File: config.mk
export PLATFORM = sky130hd
export DESIGN_NAME = mac_seq_ctrl
export DESIGN_NICKNAME = d
export VERILOG_FILES = /design/src/rtl/mac_seq_ctrl.sv
export SDC_FILE = /design/constraint.sdc
export NUM_CORES = 1
export LEC_CHECK = 0
export BUFFER_PORTS_ARGS = -buffer_cell sky130_fd_sc_hd__buf_2
export CAP_MARGIN = 20
export CORE_ASPECT_RATIO = 0.75
export CORE_UTILIZATION = 46
export DETAILED_ROUTE_END_ITERATION = 10
export PLACE_DENSITY_LB_ADDON = 0.3
export RECOVER_POWER = 50
export SYNTH_ARGS = -nofsm -noshare
export SYNTH_HDL_FRONTEND = slang
export SYNTH_SLANG_ARGS = --single-unit
File: constraint.sdc
create_clock -name clk -period 2.43 [get_ports clk]
set_input_delay 0.1215 -clock clk [delete_from_list [all_inputs] [get_ports clk]]
set_output_delay 0.1215 -clock clk [all_outputs]
set_load 0.01 [all_outputs]
File: src/rtl/mac_seq_ctrl.sv
// mac_seq_ctrl: sequences one signed mac_unit through an N-element dot product.
// Latency: start->mac_clr 1 cycle, per element 2 + MAC latency, final mac_done->res_valid 1 cycle.
// Backpressure: in_ready only in FEED (and DRAIN); result is held in RESULT until res_ready.
//
// Ports: clk/reset (async active-low); start/cfg_len/busy job control;
// in_valid/in_ready/in_a/in_b operand stream; mac_clr/mac_valid/mac_a/mac_b
// drive the MAC, mac_y/mac_overflow/mac_done return from it;
// res_valid/res_ready/res_data/res_ovf/res_err present the job result.
// Optional build macro MAC_OVF_ABORT_EN: the first overflowing product aborts
// the job with a saturated result and the remaining operand pairs are drained.
module mac_seq_ctrl #(
  parameter int DATA_W   = 8,
  parameter int ACC_W    = 16,
  parameter int LEN_W    = 8,
  parameter int DONE_TMO = 16
) (
  input  logic              clk,
  input  logic              reset,
  input  logic              start,
  input  logic [LEN_W-1:0]  cfg_len,
  output logic              busy,
  input  logic              in_valid,
  output logic              in_ready,
  input  logic [DATA_W-1:0] in_a,
  input  logic [DATA_W-1:0] in_b,
  output logic              mac_clr,
  output logic              mac_valid,
  output logic [DATA_W-1:0] mac_a,
  output logic [DATA_W-1:0] mac_b,
  input  logic [ACC_W-1:0]  mac_y,
  input  logic              mac_overflow,
  input  logic              mac_done,
  output logic              res_valid,
  input  logic              res_ready,
  output logic [ACC_W-1:0]  res_data,
  output logic              res_ovf,
  output logic              res_err
);

  localparam int TMO_W = $clog2(DONE_TMO + 1);

  localparam logic [2:0] S_IDLE   = 3'd0;
  localparam logic [2:0] S_CLEAR  = 3'd1;
  localparam logic [2:0] S_FEED   = 3'd2;
  localparam logic [2:0] S_WAIT   = 3'd3;
  localparam logic [2:0] S_RESULT = 3'd4;
`ifdef MAC_OVF_ABORT_EN
  localparam logic [2:0] S_DRAIN  = 3'd5;
`endif

  logic [2:0]       state;
  logic [LEN_W-1:0] len_q;
  logic [LEN_W-1:0] count;
  logic [LEN_W-1:0] count_inc;
  logic [TMO_W-1:0] tmo_cnt;
  logic             last;

  assign count_inc = count + 1'b1;
  // The element being completed (or drained) is the final one of the job.
  assign last      = (count_inc == len_q);

  assign busy      = (state != S_IDLE);
  assign mac_clr   = (state == S_CLEAR);
  assign res_valid = (state == S_RESULT);
`ifdef MAC_OVF_ABORT_EN
  assign in_ready  = (state == S_FEED) || (state == S_DRAIN);
`else
  assign in_ready  = (state == S_FEED);
`endif

  always_ff @(posedge clk or negedge reset) begin
    if (!reset) begin
      state     <= S_IDLE;
      len_q     <= '0;
      count     <= '0;
      tmo_cnt   <= '0;
      mac_valid <= 1'b0;
      mac_a     <= '0;
      mac_b     <= '0;
      res_data  <= '0;
      res_ovf   <= 1'b0;
      res_err   <= 1'b0;
    end else begin
      // mac_valid is a single-cycle strobe following each FEED handshake.
      mac_valid <= 1'b0;
      case (state)
        S_IDLE: begin
          if (start) begin
            len_q    <= cfg_len;
            count    <= '0;
            tmo_cnt  <= '0;
            res_data <= '0;
            res_ovf  <= 1'b0;
            res_err  <= 1'b0;
            // A zero-length job skips the MAC entirely and reports zero.
            state    <= (cfg_len == '0) ? S_RESULT : S_CLEAR;
          end
        end
        S_CLEAR: state <= S_FEED;
        S_FEED: begin
          if (in_valid) begin
            mac_a     <= in_a;
            mac_b     <= in_b;
            mac_valid <= 1'b1;
            tmo_cnt   <= '0;
            state     <= S_WAIT;
          end
        end
        S_WAIT: begin
          if (mac_done) begin
            count   <= count_inc;
            tmo_cnt <= '0;
`ifdef MAC_OVF_ABORT_EN
            if (mac_overflow) begin
              res_ovf  <= 1'b1;
              // Saturate toward the sign of the product that overflowed.
              res_data <= (mac_a[DATA_W-1] ^ mac_b[DATA_W-1]) ?
                          {1'b1, {(ACC_W-1){1'b0}}} : {1'b0, {(ACC_W-1){1'b1}}};
              state    <= last ? S_RESULT : S_DRAIN;
            end else if (last) begin
              res_data <= mac_y;
              state    <= S_RESULT;
            end else begin
              state    <= S_FEED;
            end
`else
            res_ovf <= res_ovf | mac_overflow;
            if (last) begin
              res_data <= mac_y;
              state    <= S_RESULT;
            end else begin
              state    <= S_FEED;
            end
`endif
          end else if (tmo_cnt == TMO_W'(DONE_TMO - 1)) begin
            // DONE_TMO cycles in WAIT without completion: report what the MAC holds.
            res_err  <= 1'b1;
            res_data <= mac_y;
            state    <= S_RESULT;
          end else begin
            tmo_cnt <= tmo_cnt + 1'b1;
          end
        end
`ifdef MAC_OVF_ABORT_EN
        S_DRAIN: begin
          // Swallow the rest of the job's operands so the source stays aligned.
          if (in_valid) begin
            count <= count_inc;
            if (last) state <= S_RESULT;
          end
        end
`endif
        S_RESULT: begin
          if (res_ready) state <= S_IDLE;
        end
        default: state <= S_IDLE;
      endcase
    end
  end

endmodule
* Word level (Yosys, flattened, before mapping)
Cells that the tools add are included.
** Word-level totals
- Register bits after elaboration :: 59
- Input bits :: 47
- Output and inout port bits :: 39
- Word-level logic and storage cells :: 69
** Cells by class
- $add $sub $neg :: 2
- Equal/unequal tests :: 15
- Muxes and demuxes :: 29
- Bitwise operators :: 1
- Reductions and logical operators :: 12
** Operators by type and width (count)
- 16-bit two-way mux :: 4
- 16-bit one-hot mux with 2 select lines :: 1
- 3-bit two-way mux :: 7
- 5-bit two-way mux :: 4
- 8-bit two-way mux :: 2
- 8-bit one-hot mux with 2 select lines :: 1
- 4-bit AND reduction :: 4
- 3-bit one-hot mux with 5 select lines :: 1
- 5-bit one-hot mux with 3 select lines :: 1
- 2-bit inequality test (second input constant) :: 5
- 3-bit inequality test (second input constant) :: 3
- 8-bit by 1-bit adder with 8-bit output (second input constant) :: 1
- 8-bit == test :: 1
- 8-bit zero test :: 1
- 3-bit by 2-bit == test with 1-bit output (second input constant) :: 2
- 1-bit two-way mux :: 6
- 3-bit nonzero test :: 2
- 5-bit by 1-bit adder with 5-bit output (second input constant) :: 1
- 5-bit by 4-bit == test with 1-bit output (second input constant) :: 1
- 1-bit one-hot mux with 2 select lines :: 2
- 2-bit AND reduction :: 2
- 3-bit by 1-bit == test with 1-bit output (second input constant) :: 1
- 3-bit == test (second input constant) :: 1
- 3-bit zero test :: 1
- 4 further kinds :: 4

* Longest topological paths before layout
- Word-level depth :: 5
- Depth in mapped cells :: 10
- Mapped depth without buffers :: 9

* Worst setup path after synthesis
No wires, ideal clock.
- Path type :: register to register
- Start :: reg count[0]
- End :: reg res_data[10]
- Library setup time :: 0.121 ns
- Arrival time :: 2.260 ns
- Data required time :: 2.309 ns
- Setup slack :: 0.049 ns
- Stages on the path, launching flop included :: 10
- Path buffers :: 1
- Period minus slack after synthesis :: 2.381 ns
- Cell sequence :: dfrtp_1 > ha_1 > nand3_1 > or2_2 > o21ai_0 > a311oi_2 > nor4b_4 > nor2_2 > buf_6 > a22o_1
** On the way
- Longest elaborated chain between the ends :: 4
** RTL lines
- from (decl) :: RTL line 53 : logic [LEN_W-1:0] count;
- from (signal assigned) :: RTL line 111 : count <= count_inc;
- 8-bit by 1-bit adder with 8-bit output :: RTL line 58 : assign count_inc = count + 1'b1;
- 8-bit == test :: RTL line 60 : assign last = (count_inc == len_q);
- 3-bit inequality test (no source line)
- 4-bit AND reduction (no source line)
- to (signal assigned) :: RTL line 129 : res_data <= mac_y;
- to (signal assigned) :: RTL line 138 : res_data <= mac_y;
- to (decl) :: RTL line 35 : output logic [ACC_W-1:0] res_data,
No other way between the ends.
A chain may end at the register's enable or synchronous reset.

* Final worst setup path
- Start :: reg count[0]
- End :: reg res_data[0]
Same word-level chain as after synthesis.

==> metrics.md <==
| Metric | Value |
|---|---|
| Clock sink count | 59 |
| Final max-slew violation count | 0 |
| Setup violation total in the final timing report | 0 |
| Time the final worst path needs with I/O delays and setup | 2380 ps |
| Worst-case clock skew | 9.09 ps |
| Overall power consumption | 4.58 mW |
| Slowest stage cell, crit path | or3_1 |
| Port Buf Inserts | 85 |
| Final GP Congestion | 0.801 |
| GR Util All Layers | 24.4% |
| CTS tree | done |
| Post-route ant nets | 0 |
| Share of the yosys chip area belonging to registers | 52.3% |
| Antenna violations before repair | 0 |
| Total DRC errors in the routed layout | 0 |
| Reg2Reg Capture Point | res_data[0] |
| DR WL/cell | 15.7 um |
| Number of distinct library cells after synthesis | 47 |
| Net Count, Synth | 303 |
| Worst voltage drop across the vdd grid | 0.000719 V |
| Global-route wire length before repair | 11900 um |
| Stages on the worst setup path | 8 |
| Largest net degree at the start of global routing | 38 |
| Worst-case setup slack after placement | 23.9 ps |
| Number of maximum-capacitance violations | 0 |
| Buffer type at the clock tree root | clkbuf_8 |
| Post-Synthesis Cells | 253 |
| Syn avg cell area | 11.2 um2 |
| Die ar. | 0.00645 mm2 |
| DP Wirelength | 4630 um |
| Required time reported for the critical path endpoint | 2710 ps |
| Relative slew margins | 29.9% |
| Status | complete, no violations |
| Area of the core | 0.00586 mm2 |
| CP Capture Point | res_data[0] |
| Cells along the critical path | ha_2 > nor2b_1 > or3_1 > a311oi_2 > nor4b_4 > or2_1 > buf_12 > a22o_1 |
| # placed instances | 415 |
| FP Rows | 24 |
| Category of the worst setup path capture point | flop |
| Async set or reset register ratio after synthesis | 100% |
| Width of the chip | 92.4 um |
| Launch point of the critical path | count[0] |
| Startpoint of the worst-slack reg-to-reg timing path | count[0] |
| Critical Path Fanout Max | 17 |
| Least-Margin Pin Slew | 1050 ps |
| FMAX | 421 MHz |
| Number of buffers between clock root and the deepest sink | 2 |
| Area of all placed cells without fillers | 0.00388 mm2 |
| Leak Pwr | 1.74 nW |
| Number of I/O pins | 86 |
| Clock-pin slew on the worst setup and hold paths | 70 ps |
| Minimum setup slack among reg-to-reg paths | 50 ps |
| Drt first-iter violations | 113 |
| Area of combinational cells with multiple inputs | 0.00126 mm2 |
| FF+latch count, synth | 59 |
| Pwr Density | 1180 mW/mm2 |
| Area share of the leading cell type in the synthesized netlist | 52.3% |
| Placement Cell Area | 0.00337 mm2 |
| Final Hold Violating Endpoints | 0 |
| Data arrival at the endpoint of the critical path | 2650 ps |
| Worst Reg-to-Reg Cells | 8 |
| Fill cells | 455 |
| Dominant synthesized flop cell | dfrtp_1 |
| First-pass detailed-route iteration total | 4 |
| Commonest non-fill, non-tap cell in the layout | buf_2 |
| Global-route congestion overflow total | 0 |
| Wirelength, routed | 7250 um |
| Sequential cell area in the final layout | 0.00148 mm2 |
| Largest delay contributor family on the critical path | simple AND/OR/NAND/NOR gates |
| Area growth from synthesis to final layout | 37.6% |
| Via count of the first global-routing pass | 2513 |
| Buffering stage count on the worst path with inverters included | 1 |
| Clock latency on the worst-skew pair | 350 ps |
| Number of flops mapped to enable cells by yosys | 0 |
| Inserted Diodes | 0 |
| Mapped Area | 0.00282 mm2 |
| Largest cells by area after synthesis | dfrtp_1 52%, mux2_2 9.2%, a22o_1 5.0% |
| Vias after detailed routing | 2460 |
| Number of clock buffers inserted by TritonCTS | 9 |
| Yosys top cell by area | dfrtp_1 |
| Maximum level of the CTS H-tree | 3 |
| Die outline height | 69.8 um |
| Commonest cells after routing, fill and taps aside | 65 x buf_2, 58 x dfrtp_1, 30 x dlygate4sd3_1 |
| Fin Hold WS | 11.2 ps |
| NumNets Final | 429 |
| Warnings, synthesis | 0 |
| Final worst path period share | 97.8% |
| Share of layout cells above drive strength 1 | 34.4% |
| Hold crit path type | input pin to flop |
| Detailed-route vias per instance | 5.32 |
| Worst setup path class | flop to flop |
| Delay of the slowest cell on the worst path | 390 ps |
| Number of standard cells in the layout, taps in and fillers out | 462 |
| Kind of launch point of the worst setup path | flop |
| Effective utilization at floorplan | 48.2% |
| Worst-case setup margin in the final layout | 53.0 ps |
==> worst min path at each step <==
stage	startpoint	to	slack, ps	depth (start not counted)
global route	mac_y[7]	res_data[7]	10	2
floorplan	reset	count[0]	-170	0
finish	mac_y[7]	res_data[7]	10	2
detailed placement	reset	res_data[12]	-80	1
global placement	reset	res_data[12]	-80	1
CTS	in_b[6]	mac_b[6]	0.4	2
==> Yosys cell counts (3+ instances only) <==
cell,count
ha_1,3
o21ai_0,24
inv_1,6
a31oi_1,3
a22o_1,16
nand2_1,23
nor2b_1,5
o31ai_1,5
and3_1,4
dfrtp_1,59
or3_1,4
nor4_1,5
a21oi_1,5
nor3_1,5
mux2_2,23
clkbuf_1,8
xnor2_1,3
nor2_1,15
==> worst register-to-register path: stages, from the launching register on <==
cell      delay [ps]
dfrtp_1          380
ha_2             220
nor2b_1          160
or3_1            390
a311oi_2         340
nor4b_4          340
or2_1            190
buf_12           150
a22o_1           140
==> layer usage <==
| layer | global-route usage, % | vias up | wire length, um |
|---|---|---|---|
| met5 | 0 | - | 0 |
| met4 | 12.8 | 0 | 191 |
| met3 | 7.46 | 19 | 445 |
| met2 | 38.4 | 75 | 3510 |
| met1 | 30.1 | 1192 | 3110 |
| li1 | - | 1174 | - |
==> where the power goes <==
group          total (mW)  switching [mW]  internal (mW)
Sequential           1.75           0.341           1.41
Combinational        1.89           0.960          0.926
Clock               0.940           0.410          0.530
==> stage by stage <==
step                      setup TNS [ps]  utilization, %
after global placement                 0            57.5
after CTS                              0            66.4
after floorplan                        0               -
after global routing                -295            66.3
final                                  0            66.3
after detailed placement               0            57.5
==> final cells by class <==
| type | instances | area share (%) |
|---|---|---|
| inverters | 6 | 0.580 |
| flip-flops and latches | 59 | 38.0 |
| multi-input cells | 174 | 32.5 |
| clock inverters | 5 | 1.58 |
| repair buffers | 129 | 20.9 |
| well taps | 78 | 2.51 |
| clock buffers | 11 | 3.90 |
==> what timing repair did <==
action,in CTS,in global routing
endpoints found under the hold margin,88,0
pin swaps,0,3
endpoints found under the setup margin,8,17
cloned,0,0
hold buffers,30,0
resized for setup,1,5
buffers inserted,0,1
==> state kept, by name, summed over array words and instances, names as in the netlist <==
register   cells
mac_a          8
mac_b          8
res_err        1
res_ovf        1
len_q          8
res_data      16
mac_valid      1
state          3
tmo_cnt        5
count          8
==> kinds of logic after synthesis <==
group	count (synthesis)	share of synthesized area, %
AOI/OAI and AO/OA	63	15.4
xor gates and xnor gates	6	2.53
adders and majority gates	3	1.33
buffers and inverters	20	4.04
DFF	59	52.3
muxes	23	9.18
and+or+nand+nor	79	15.2
Power figures use the tool's default switching activity.
